### src/rtl/isa_pkg.sv
// ALU instruction-set definitions shared by the instruction decoder and encoder.
package isa_pkg;

   typedef enum logic [3:0] {
      ALU_ADD  = 4'd0,
      ALU_SUB  = 4'd1,
      ALU_SHL  = 4'd2,
      ALU_SHAR = 4'd3,
      ALU_SHLR = 4'd4,
      ALU_RL   = 4'd5,
      ALU_RR   = 4'd6,
      ALU_AND  = 4'd7,
      ALU_OR   = 4'd8,
      ALU_XOR  = 4'd9,
      ALU_NOT  = 4'd10,
      ALU_MULT = 4'd11
   } alu_op_e;

   // Bit 0 of every opcode is the immediate-form flag, so it is left clear here.
   localparam logic [4:0] OP_ADD  = 5'b00000;
   localparam logic [4:0] OP_MOV  = 5'b00010;
   localparam logic [4:0] OP_SUB  = 5'b00100;
   localparam logic [4:0] OP_SHL  = 5'b00110;
   localparam logic [4:0] OP_SHAR = 5'b01000;
   localparam logic [4:0] OP_SHLR = 5'b01010;
   localparam logic [4:0] OP_RL   = 5'b01100;
   localparam logic [4:0] OP_RR   = 5'b01110;
   localparam logic [4:0] OP_AND  = 5'b10000;
   localparam logic [4:0] OP_OR   = 5'b10010;
   localparam logic [4:0] OP_NOT  = 5'b10110;
   localparam logic [4:0] OP_MULT = 5'b11000;

   typedef enum logic [1:0] {
      S_IDLE  = 2'd0,
      S_RUN   = 2'd1,
      S_DRAIN = 2'd2
   } enc_state_e;

   typedef struct packed {
      logic       legal;
      logic [4:0] op5;
   } op_sel_t;

   function automatic op_sel_t op_lookup(logic [3:0] aluop, logic unary, logic imm);
      op_sel_t r;
      r.legal = !unary;
      r.op5   = OP_ADD;
      case (aluop)
         ALU_ADD:  begin r.legal = 1'b1; r.op5 = unary ? OP_MOV : OP_ADD; end
         ALU_SUB:  r.op5 = OP_SUB;
         ALU_SHL:  r.op5 = OP_SHL;
         ALU_SHAR: r.op5 = OP_SHAR;
         ALU_SHLR: r.op5 = OP_SHLR;
         ALU_RL:   r.op5 = OP_RL;
         ALU_RR:   r.op5 = OP_RR;
         ALU_AND:  r.op5 = OP_AND;
         ALU_OR:   r.op5 = OP_OR;
         ALU_NOT:  begin r.op5 = OP_NOT; r.legal = !unary && !imm; end
         ALU_MULT: r.op5 = OP_MULT;
         default:  r.legal = 1'b0;
      endcase
      r.op5 = r.op5 | {4'b0000, imm};
      return r;
   endfunction

endpackage

### src/rtl/instr_fifo.sv
// Synchronous FIFO holding {address, instruction word} entries awaiting IMEM write.
module instr_fifo #(
   parameter int DEPTH = 4,
   parameter int W     = 24
) (
   input  logic         clk,
   input  logic         rst_n,
   input  logic         push,
   input  logic [W-1:0] wdata,
   input  logic         pop,
   output logic [W-1:0] rdata,
   output logic         full,
   output logic         empty
);
   localparam int PW = $clog2(DEPTH);
   localparam logic [PW:0] FULL_CNT = (PW+1)'(DEPTH);

   logic [W-1:0]  mem_q [DEPTH];
   logic [PW-1:0] wr_ptr_q, wr_ptr_d, rd_ptr_q, rd_ptr_d;
   logic [PW:0]   cnt_q, cnt_d;
   logic          do_push, do_pop;

   assign full    = (cnt_q == FULL_CNT);
   assign empty   = (cnt_q == '0);
   assign do_push = push && !full;
   assign do_pop  = pop && !empty;
   assign rdata   = mem_q[rd_ptr_q];

   always_comb begin
      wr_ptr_d = wr_ptr_q + PW'(do_push);
      rd_ptr_d = rd_ptr_q + PW'(do_pop);
      cnt_d    = cnt_q + (PW+1)'(do_push) - (PW+1)'(do_pop);
   end

   always_ff @(posedge clk or negedge rst_n) begin
      if (!rst_n) begin
         wr_ptr_q <= '0;
         rd_ptr_q <= '0;
         cnt_q    <= '0;
      end else begin
         wr_ptr_q <= wr_ptr_d;
         rd_ptr_q <= rd_ptr_d;
         cnt_q    <= cnt_d;
      end
   end

   always_ff @(posedge clk) begin
      if (do_push) mem_q[wr_ptr_q] <= wdata;
   end

endmodule

### src/rtl/instr_encoder.sv
// Packs decoded ALU field tuples into 16-bit instruction words and streams them into IMEM.
// Optional illegal-tuple counter enabled by defining INSTR_ENC_ERRCNT_EN.
module instr_encoder
   import isa_pkg::*;
#(
   parameter int DEPTH     = 4,
   parameter int ADDR_W    = 8,
   parameter int BASE_ADDR = 0
) (
   input  logic              clk,
   input  logic              rst_n,
   input  logic              start,
   input  logic              in_valid,
   output logic              in_ready,
   input  logic              in_last,
   input  logic              unary,
   input  logic              imm,
   input  logic [3:0]        aluop,
   input  logic              setcc,
   input  logic [2:0]        rd,
   input  logic [2:0]        ra,
   input  logic [2:0]        rb,
   input  logic [3:0]        immv,
   output logic              mem_we,
   input  logic              mem_ready,
   output logic [ADDR_W-1:0] mem_addr,
   output logic [15:0]       mem_wdata,
   output logic              err,
   output logic              done,
   output logic [7:0]        err_cnt
);
   localparam logic [ADDR_W-1:0] BASE_A = ADDR_W'(BASE_ADDR);
   localparam int FW = 16 + ADDR_W;

   enc_state_e        state_q, state_d;
   logic              stg_vld_q, stg_vld_d, stg_legal_q, stg_legal_d;
   logic [15:0]       stg_word_q, stg_word_d;
   logic [ADDR_W-1:0] push_addr_q, push_addr_d;
   op_sel_t           sel;
   logic              start_go, stg_free, accept, push, pop;
   logic              fifo_full, fifo_empty;
   logic [FW-1:0]     fifo_rdata;

   // The stage frees up when empty, when its word drains into the FIFO, or when it is dropped.
   assign stg_free  = !stg_vld_q || !stg_legal_q || !fifo_full;
   assign in_ready  = (state_q == S_RUN) && stg_free;
   assign accept    = in_valid && in_ready;
   assign push      = stg_vld_q && stg_legal_q && !fifo_full;
   assign pop       = !fifo_empty && mem_ready;
   assign start_go  = (state_q == S_IDLE) && start;
   assign err       = stg_vld_q && !stg_legal_q;
   assign done      = (state_q == S_DRAIN) && !stg_vld_q && fifo_empty;
   assign mem_we    = !fifo_empty;
   assign mem_wdata = fifo_rdata[15:0];
   assign mem_addr  = fifo_empty ? push_addr_q : fifo_rdata[16 +: ADDR_W];

   always_comb begin
      sel         = op_lookup(aluop, unary, imm);
      state_d     = state_q;
      stg_vld_d   = stg_vld_q;
      stg_legal_d = stg_legal_q;
      stg_word_d  = stg_word_q;
      push_addr_d = push_addr_q;
      case (state_q)
         S_IDLE:  if (start_go) begin state_d = S_RUN; push_addr_d = BASE_A; end
         S_RUN:   if (accept && in_last) state_d = S_DRAIN;
         S_DRAIN: if (done) state_d = S_IDLE;
         default: state_d = S_IDLE;
      endcase
      if (push) push_addr_d = push_addr_q + ADDR_W'(1);
      if (stg_free) stg_vld_d = 1'b0;
      if (accept) begin
         stg_vld_d   = 1'b1;
         stg_legal_d = sel.legal;
         stg_word_d  = {sel.op5, setcc, rd, ra, (imm ? immv : {rb, 1'b0})};
      end
   end

   always_ff @(posedge clk or negedge rst_n) begin
      if (!rst_n) begin
         state_q     <= S_IDLE;
         stg_vld_q   <= 1'b0;
         stg_legal_q <= 1'b0;
         push_addr_q <= BASE_A;
      end else begin
         state_q     <= state_d;
         stg_vld_q   <= stg_vld_d;
         stg_legal_q <= stg_legal_d;
         push_addr_q <= push_addr_d;
      end
   end

   always_ff @(posedge clk) begin
      stg_word_q <= stg_word_d;
   end

`ifdef INSTR_ENC_ERRCNT_EN
   logic [7:0] err_cnt_q, err_cnt_d;

   always_comb begin
      err_cnt_d = err_cnt_q;
      if (start_go) err_cnt_d = '0;
      else if (err && (err_cnt_q != 8'hFF)) err_cnt_d = err_cnt_q + 8'd1;
   end

   always_ff @(posedge clk or negedge rst_n) begin
      if (!rst_n) err_cnt_q <= '0;
      else        err_cnt_q <= err_cnt_d;
   end

   assign err_cnt = err_cnt_q;
`else
   assign err_cnt = '0;
`endif

   instr_fifo #(
      .DEPTH (DEPTH),
      .W     (FW)
   ) u_fifo (
      .clk   (clk),
      .rst_n (rst_n),
      .push  (push),
      .wdata ({push_addr_q, stg_word_q}),
      .pop   (pop),
      .rdata (fifo_rdata),
      .full  (fifo_full),
      .empty (fifo_empty)
   );

endmodule

### config.mk
export PLATFORM = sky130hd
export DESIGN_NAME = instr_encoder
export DESIGN_NICKNAME = d
export VERILOG_FILES = /design/src/rtl/isa_pkg.sv /design/src/rtl/instr_fifo.sv /design/src/rtl/instr_encoder.sv
export SDC_FILE = /design/constraint.sdc
export NUM_CORES = 1
export LEC_CHECK = 0
export ABC_AREA = 1
export BUFFER_PORTS_ARGS = -buffer_cell sky130_fd_sc_hd__buf_2
export CORE_MARGIN = 2
export CORE_UTILIZATION = 43
export CTS_BUF_LIST = sky130_fd_sc_hd__clkbuf_16
export DETAILED_ROUTE_END_ITERATION = 8
export GPL_TIMING_DRIVEN = 0
export SLEW_MARGIN = 20
export SYNTH_ARGS = -nofsm -noshare
export SYNTH_HDL_FRONTEND = slang
export SYNTH_HIERARCHICAL = 1
export SYNTH_SLANG_ARGS = --single-unit
### constraint.sdc
create_clock -name clk -period 2.3 [get_ports clk]
set_clock_uncertainty 0.05 [all_clocks]
set_input_delay 0.23 -clock clk [delete_from_list [all_inputs] [get_ports clk]]
set_output_delay 0.23 -clock clk [all_outputs]
set_load 0.01 [all_outputs]
==> results of run 1 <==
worst reg2reg max path, stage by stage (launching register included):
cell and delay (ps):
dfrtp_1 400, inv_1 110, nand2_1 130, o21ai_2 480, nand2_1 190, nand2_1 110
ha_1 170, fa_1 410
cell families (layout without fill, tap and decap cells):
group | count (synthesis) | after routing | share of synthesized area (%)
compound gates | 97 | 97 | 9.198
fa+ha+maj | 4 | 4 | 1.058
flops | 131 | 131 | 70.55
mux | 3 | 3 | 0.6208
other cells | 1 | 8 | 0.06892
buf+inv | 56 | 156 | 5.449
simple gates | 167 | 167 | 12.58
xor+xnor | 3 | 3 | 0.4830
area by class of cell:
class,instances,area (um^2)
fill,1072,5722
inverter,30,112.6
clock inverter,15,142.6
buffer,26,183.9
sequential,131,3839
timing repair buffer,68,452.9
tap,172,215.2
clock buffer,17,425.4
multi-input combinational,282,1373
layer usage:
| layer | up-vias | global-route usage [%] | wire [um] |
|---|---|---|---|
| li1 | 1775 | - | - |
| met1 | 1717 | 22.43 | 4959 |
| met2 | 75 | 28.29 | 5643 |
| met3 | 6 | 3.581 | 434 |
| met4 | 0 | 5.794 | 80 |
| met5 | - | 0 | 0 |
sequential cells by signal, summed over array words and instances, names as in the netlist:
register         count
stg_legal_q          1
u_fifo/wr_ptr_q      2
push_addr_q          8
u_fifo/cnt_q         3
stg_vld_q            1
u_fifo/rd_ptr_q      2
stg_word_q          16
state_q              2
u_fifo/mem_q        96
power by group through the flow:
stage | logic (W) | clock network (W) | registers [W]
2_1_floorplan | 0.00158 | 0 | 0.00310
3_3_place_gp | 0.00240 | 0 | 0.00314
3_5_place_dp | 0.00251 | 0 | 0.00315
4_1_cts | 0.00253 | 0.00257 | 0.00311
5_1_grt | 0.00281 | 0.00265 | 0.00314
6_report | 0.00252 | 0.00253 | 0.00311
placed cells by master (no fill, tap or decap), types with 3 or more instances in the layout:
cell / instances
buf_2: 61
buf_4: 13
buf_6: 5
clkbuf_16: 17
clkinv_2: 4
clkinv_4: 3
conb_1: 8
dfrtp_1: 19
dlygate4sd3_1: 8
edfxtp_1: 112
ha_1: 3
inv_1: 26
inv_2: 6
mux2_2: 3
nand2_1: 55
nand2_2: 3
nand3_1: 11
nand4_1: 3
nor2_1: 82
nor2_2: 3
nor2_4: 6
o21ai_0: 67
o21ai_1: 22
repair_timing:
item	in CTS	in global routing
pin swaps	1	1
hold endpoints to repair	26	0
endpoints found under the setup margin	1	42
buffers inserted	0	3
gates resized for setup	0	5
hold buffers	8	0
stage by stage:
stage          setup TNS (ps)  cells  hold slack, ps  util, %
2_1_floorplan           -9699    469          -115.6        -
3_3_place_gp          -100840    694           154.6    47.72
3_5_place_dp                0    698           153.7    48.64
4_1_cts                     0    738           6.321    53.84
5_1_grt                -2.635    741           26.43    54.10
6_report                    0    741           14.66    54.10
worst paths after layout:
path	start	endpoint	slack (ps)	cells after the start
max in group asynchronous	rst_n	push_addr_q[2]$_DFFE_PN0P_	1630	2
min reg2reg	stg_word_q[10]$_DFFE_PP_	u_fifo/mem_q[2][10]$_DFFE_PP_	440	0
max reg2reg	u_fifo/cnt_q[1]$_DFF_PN0_	u_fifo/cnt_q[1]$_DFF_PN0_	130	7
max	u_fifo/cnt_q[0]$_DFF_PN0_	mem_addr[1]	110	7
min	in_last	state_q[1]$_DFFE_PN0P_	10	3
min in group asynchronous	rst_n	push_addr_q[6]$_DFFE_PN0P_	260	2
==> summary.txt, run 1 <==
Pwr
  • Pint: 0.005418 W
  • Max IR drop VDD: 0.0006065 V
  • Sw power: 0.002743 W
  • Clock Power Share: 31.0%
  • Pwr Total: 0.008161 W
  • Switch share: 33.61%
  • Sequential group share of total power: 38.1%
  • Gate power share: 30.9%
  • Power per cell area: 1210 nW/um^2
  • Leak pwr: 2.655 nW

Synth
  • Biggest area consumer among synthesized cells: edfxtp_1
  • Post-synth ARST share: 14.50%
  • Top cells by count, synth: 112 x edfxtp_1, 88 x nor2_1, 68 x o21ai_0
  • Gate Count Post-Synth: 462
  • Main flop type after synthesis: edfxtp_1
  • Cell area after synthesis: 5441 um^2
  • Syn_area_per_cell: 11.78 um^2
  • Post-synthesis sequential area ratio: 70.54%
  • Most frequent cell after synthesis: edfxtp_1
  • Synth warnings: 6
  • Netlist cell types: 33
  • Top cell type's share of synthesized area: 61.81%
  • Post-synth EDFFs: 112
  • Synth Register Bits: 131
  • Area contributors post-synth: edfxtp_1 62%, dfrtp_1 8.7%, o21ai_0 6.3%, nor2_1 6.1%, nand2_1 3.8%

Die
  • Ports: 62
  • Initial core utilization: 43.65%
  • Total core area: 12,470 um^2
  • Die Span X: 116.5 um
  • Row Count: 41
  • Die Height: 116.5 um
  • Die ar.: 13,570 um^2

Drt
  • WL/cell: 15.00 um
  • Starting DRC count in detailed routing: 148
  • Final WL: 11.12 mm
  • ANT nets after route: 0
  • # DRC: 0
  • Vias: 3,573
  • Detailed Routing Iterations Pass 1: 5
  • Via/cell ratio: 4.822

CTS
  • CTS tree: built
  • CTS clk-pin slew, worst paths: 50 ps
  • Root Buffer: clkbuf_16
  • Clock Latency Late Sink: 400 ps
  • CTS sink cnt: 131
  • CTS buffer count: 17
  • CTS Buffer Depth: 2
  • H-tree Lvls: 4

Critical path
  • Worst Path Arrival: 1910 ps
  • Startpoint types: register
  • Slowest-stage cell, CP: dfrtp_1
  • Setup Crit Path Kind: register to output pin
  • Most Frequent Cell on Critical Path: buf_2
  • Max stage delay on crit path: 440 ps
  • Crit path buf inv count: 4
  • Critical Path End Type: output pin
  • CP delay by family, top: buffers and inverters
  • Required @ worst endpoint: 2020 ps
  • Worst-path fanout max: 10
  • Crit path cell chain: nor2_1 -> nand2_1 -> inv_1 -> inv_2 -> buf_2 -> o21ai_0 -> buf_2

Cells and area
  • Layout cells sized above 1: 24.08%
  • Diodes inserted: 0
  • Final nets: 586
  • Syn-to-layout area delta: 23.94%
  • Fin area: 6744 um^2

Global route
  • First-pass GRT wire length: 17.03 mm
  • Final global-route overflow total: 0
  • Vias in the first global route: 3,344
  • Tot GR Track Use: 17.03%
  • Initial antenna violation count: 0
  • Largest net degree at the start of global routing: 20

Status
  • Status: finished, final reports clean

Timing
  • Fmax: 456.5 MHz
  • Slew HR: 63.23%
  • Worst Setup Slack, final: 109.3 ps
  • Setup-failing EPs final: 0
  • Slew @ Worst Pin: 551.5 ps
  • Max-slew violations: 0
  • Period utilisation layout: 95.25%
  • Tmin final: 2191 ps
  • Final Hold Fails: 0

Placement
  • Detailed placement HPWL: 7.471 mm
  • Port Buffer Count: 53
  • Post-Place Setup Slack: 10.28 ps
  • DP Area: 6063 um^2
  • Final GP Congestion: 0.8179

Min path
  • Worst Hold Class: input port to register

Job
  • Max cap viols: 0
(Power assumes the default switching activity.)
==> inputs of run 2 (changes only) <==
--- a/config.mk
+++ b/config.mk
@@ -7,6 +7,7 @@
 export LEC_CHECK = 0
 export ABC_AREA = 1
 export BUFFER_PORTS_ARGS = -buffer_cell sky130_fd_sc_hd__buf_2
+export CORE_ASPECT_RATIO = 1.1
 export CORE_MARGIN = 2
 export CORE_UTILIZATION = 43
 export CTS_BUF_LIST = sky130_fd_sc_hd__clkbuf_16
==> run 2 against run 1 <==
Cell area about the same. Largest cell class unchanged. Utilization decreased by 0.091 points. Critical path depth up 3. Sequential share of layout area is essentially flat.
==> summary.txt, run 2 (same netlist as run 1, synthesis figures left out) <==
Cells and area
  • Filler cells: 1,120
  • Most frequent cells in the layout: 112 x edfxtp_1, 83 x nor2_1, 64 x o21ai_0
  • Multi-input combinational cell area: 1365 um^2
  • Layout cells sized above 1: 24.08%
  • Commonest non-fill, non-tap cell in the layout: edfxtp_1
  • Number of flip-flops in the largest register: 96
  • Reg with most FFs: u_fifo/mem_q
  • FF/Latch Area: 3839 um^2
  • Diodes inserted: 0
  • Syn-to-layout area delta: 23.89%
  • Top Registers: u_fifo/mem_q: 96 flops, stg_word_q: 16 flops, push_addr_q: 8 flops
  • Final nets: 586

Drt
  • Detailed Routing Iterations Pass 1: 5
  • ANT nets after route: 0
  • Final WL: 11.61 mm
  • Starting DRC count in detailed routing: 175
  • Vias: 3,626
  • WL/cell: 16.00 um
  • Via/cell ratio: 4.994
  • # DRC: 0

Pwr
  • Gate power share: 31.1%
  • Leak pwr: 2.648 nW
  • Sw power: 0.002765 W
  • Sequential group share of total power: 38.0%
  • Pwr Total: 0.008184 W
  • Switch share: 33.78%
  • Clock Power Share: 31.0%
  • Power per cell area: 1214 nW/um^2
  • Pint: 0.005419 W
  • Max IR drop VDD: 0.0007163 V

Critical path
  • Critical Path End Type: register
  • Worst Reg-to-Reg Cells: 10
  • Required @ worst endpoint: 2540 ps
  • Worst-path fanout max: 9
  • Reg2reg start: u_fifo/cnt_q[1]$_DFF_PN0_
  • Worst Path Arrival: 2430 ps
  • Startpoint types: register
  • FF-to-FF End: u_fifo/cnt_q[2]$_DFF_PN0_
  • Setup Crit Path Kind: register to register
  • FF-to-FF setup slack: 110 ps

Die
  • Die ar.: 13,570 um^2
  • Row Count: 43
  • Initial core utilization: 43.59%
  • Total core area: 12,480 um^2
  • Die Span X: 111.3 um
  • Die Height: 122.0 um
  • Ports: 62

CTS
  • CTS tree: built
  • Clock Latency Late Sink: 400 ps
  • CTS Buffer Depth: 2
  • CTS buffer count: 17
  • H-tree Lvls: 4
  • Root Buffer: clkbuf_16
  • CTS sink cnt: 131
  • CTS clk-pin slew, worst paths: 50 ps

Timing
  • Period utilisation layout: 95.11%
  • Tmin final: 2188 ps
  • RSZ-0062 raised after global routing: yes
  • Max-slew violations: 0
  • Setup-failing EPs final: 0
  • Setup_tns: 0 ps
  • Slew @ Worst Pin: 555.6 ps
  • Final Hold Fails: 0
  • Fmax: 457.1 MHz
  • Slew HR: 62.87%

Min path
  • HP Start: in_valid
  • Hold endpoint: stg_vld_q$_DFFE_PN0P_
  • WHS Path Cells: 3
  • Worst Hold Class: input port to register

Global route
  • Initial antenna violation count: 0
  • Tot GR Track Use: 17.83%
  • First-pass GRT wire length: 18.24 mm
  • Vias in the first global route: 3,494
  • Largest net degree at the start of global routing: 20
  • Final global-route overflow total: 0

Job
  • Max cap viols: 0

Placement
  • Detailed placement HPWL: 7.545 mm
  • Final GP Congestion: 0.7681
  • Port Buffer Count: 53

Status
  • Status: finished, final reports clean
[run 2: worst max-delay path, stage by stage (launching register included)]
cell and delay, ps:
dfrtp_1 370, inv_1 80, nand2_1 130, nor2_2 80, nor2_4 230, o21ai_2 210, nand2_1 160, nand2_1 70
ha_1 190, fa_1 370, xnor2_1 130
[run 2: stage by stage]
step	setup WS (ps)	utilization, %	cells	hold WS (ps)	area (um^2)
after floorplan	-101.1	-	469	-115.6	5468
after global placement	-1249	47.50	679	149.5	5929
after detailed placement	38.69	48.63	683	151.5	6070
after CTS	13.50	53.80	723	0.9257	6715
after global routing	-88.08	54.01	726	27.52	6741
final	112.5	54.01	726	13.20	6741
[run 2: power groups by stage]
stage	Combinational (W)	Clock [W]	Sequential (W)
2_1_floorplan	0.00158	0	0.00310
3_3_place_gp	0.00245	0	0.00315
3_5_place_dp	0.00256	0	0.00315
4_1_cts	0.00257	0.00258	0.00310
5_1_grt	0.00287	0.00268	0.00314
6_report	0.00254	0.00254	0.00311
[run 2: layer usage]
layer / global-route usage (%) / wire [um] / vias up
met5: 0 / 0 / -
met2: 30.72 / 5833 / 82
met1: 22.59 / 5224 / 1764
li1: - / - / 1773
met3: 4.179 / 455 / 7
met4: 5.556 / 99 / 0
[run 2: worst max-delay path by stage]
stage	slack, ps	cells after the start	to	startpoint
4_1_cts	10	10	u_fifo/cnt_q[2]$_DFF_PN0_	u_fifo/cnt_q[1]$_DFF_PN0_
3_5_place_dp	40	9	u_fifo/cnt_q[1]$_DFF_PN0_	u_fifo/cnt_q[1]$_DFF_PN0_
5_1_grt	-90	10	u_fifo/cnt_q[2]$_DFF_PN0_	u_fifo/cnt_q[1]$_DFF_PN0_
6_report	110	10	u_fifo/cnt_q[2]$_DFF_PN0_	u_fifo/cnt_q[1]$_DFF_PN0_
3_3_place_gp	-1250	6	u_fifo/mem_q[0][6]$_DFFE_PP_	u_fifo/cnt_q[1]$_DFF_PN0_
2_1_floorplan	-100	6	u_fifo/mem_q[0][0]$_DFFE_PP_	u_fifo/cnt_q[1]$_DFF_PN0_
[run 2: area by class of cell]
cell class	count	area share, %
buffer	26	2.747
clock buffer	17	6.310
clock inverter	15	2.079
inverter	30	1.670
multi-input combinational	282	20.25
sequential	131	56.94
tap	157	2.914
timing repair buffer	68	7.090
[run 2: timing repair]
action                                  CTS  global route
endpoints found under the hold margin    26             0
endpoints found under the setup margin    0            31
buffers inserted                          0             3
gates resized for setup                   0             8
hold buffers                              8             0
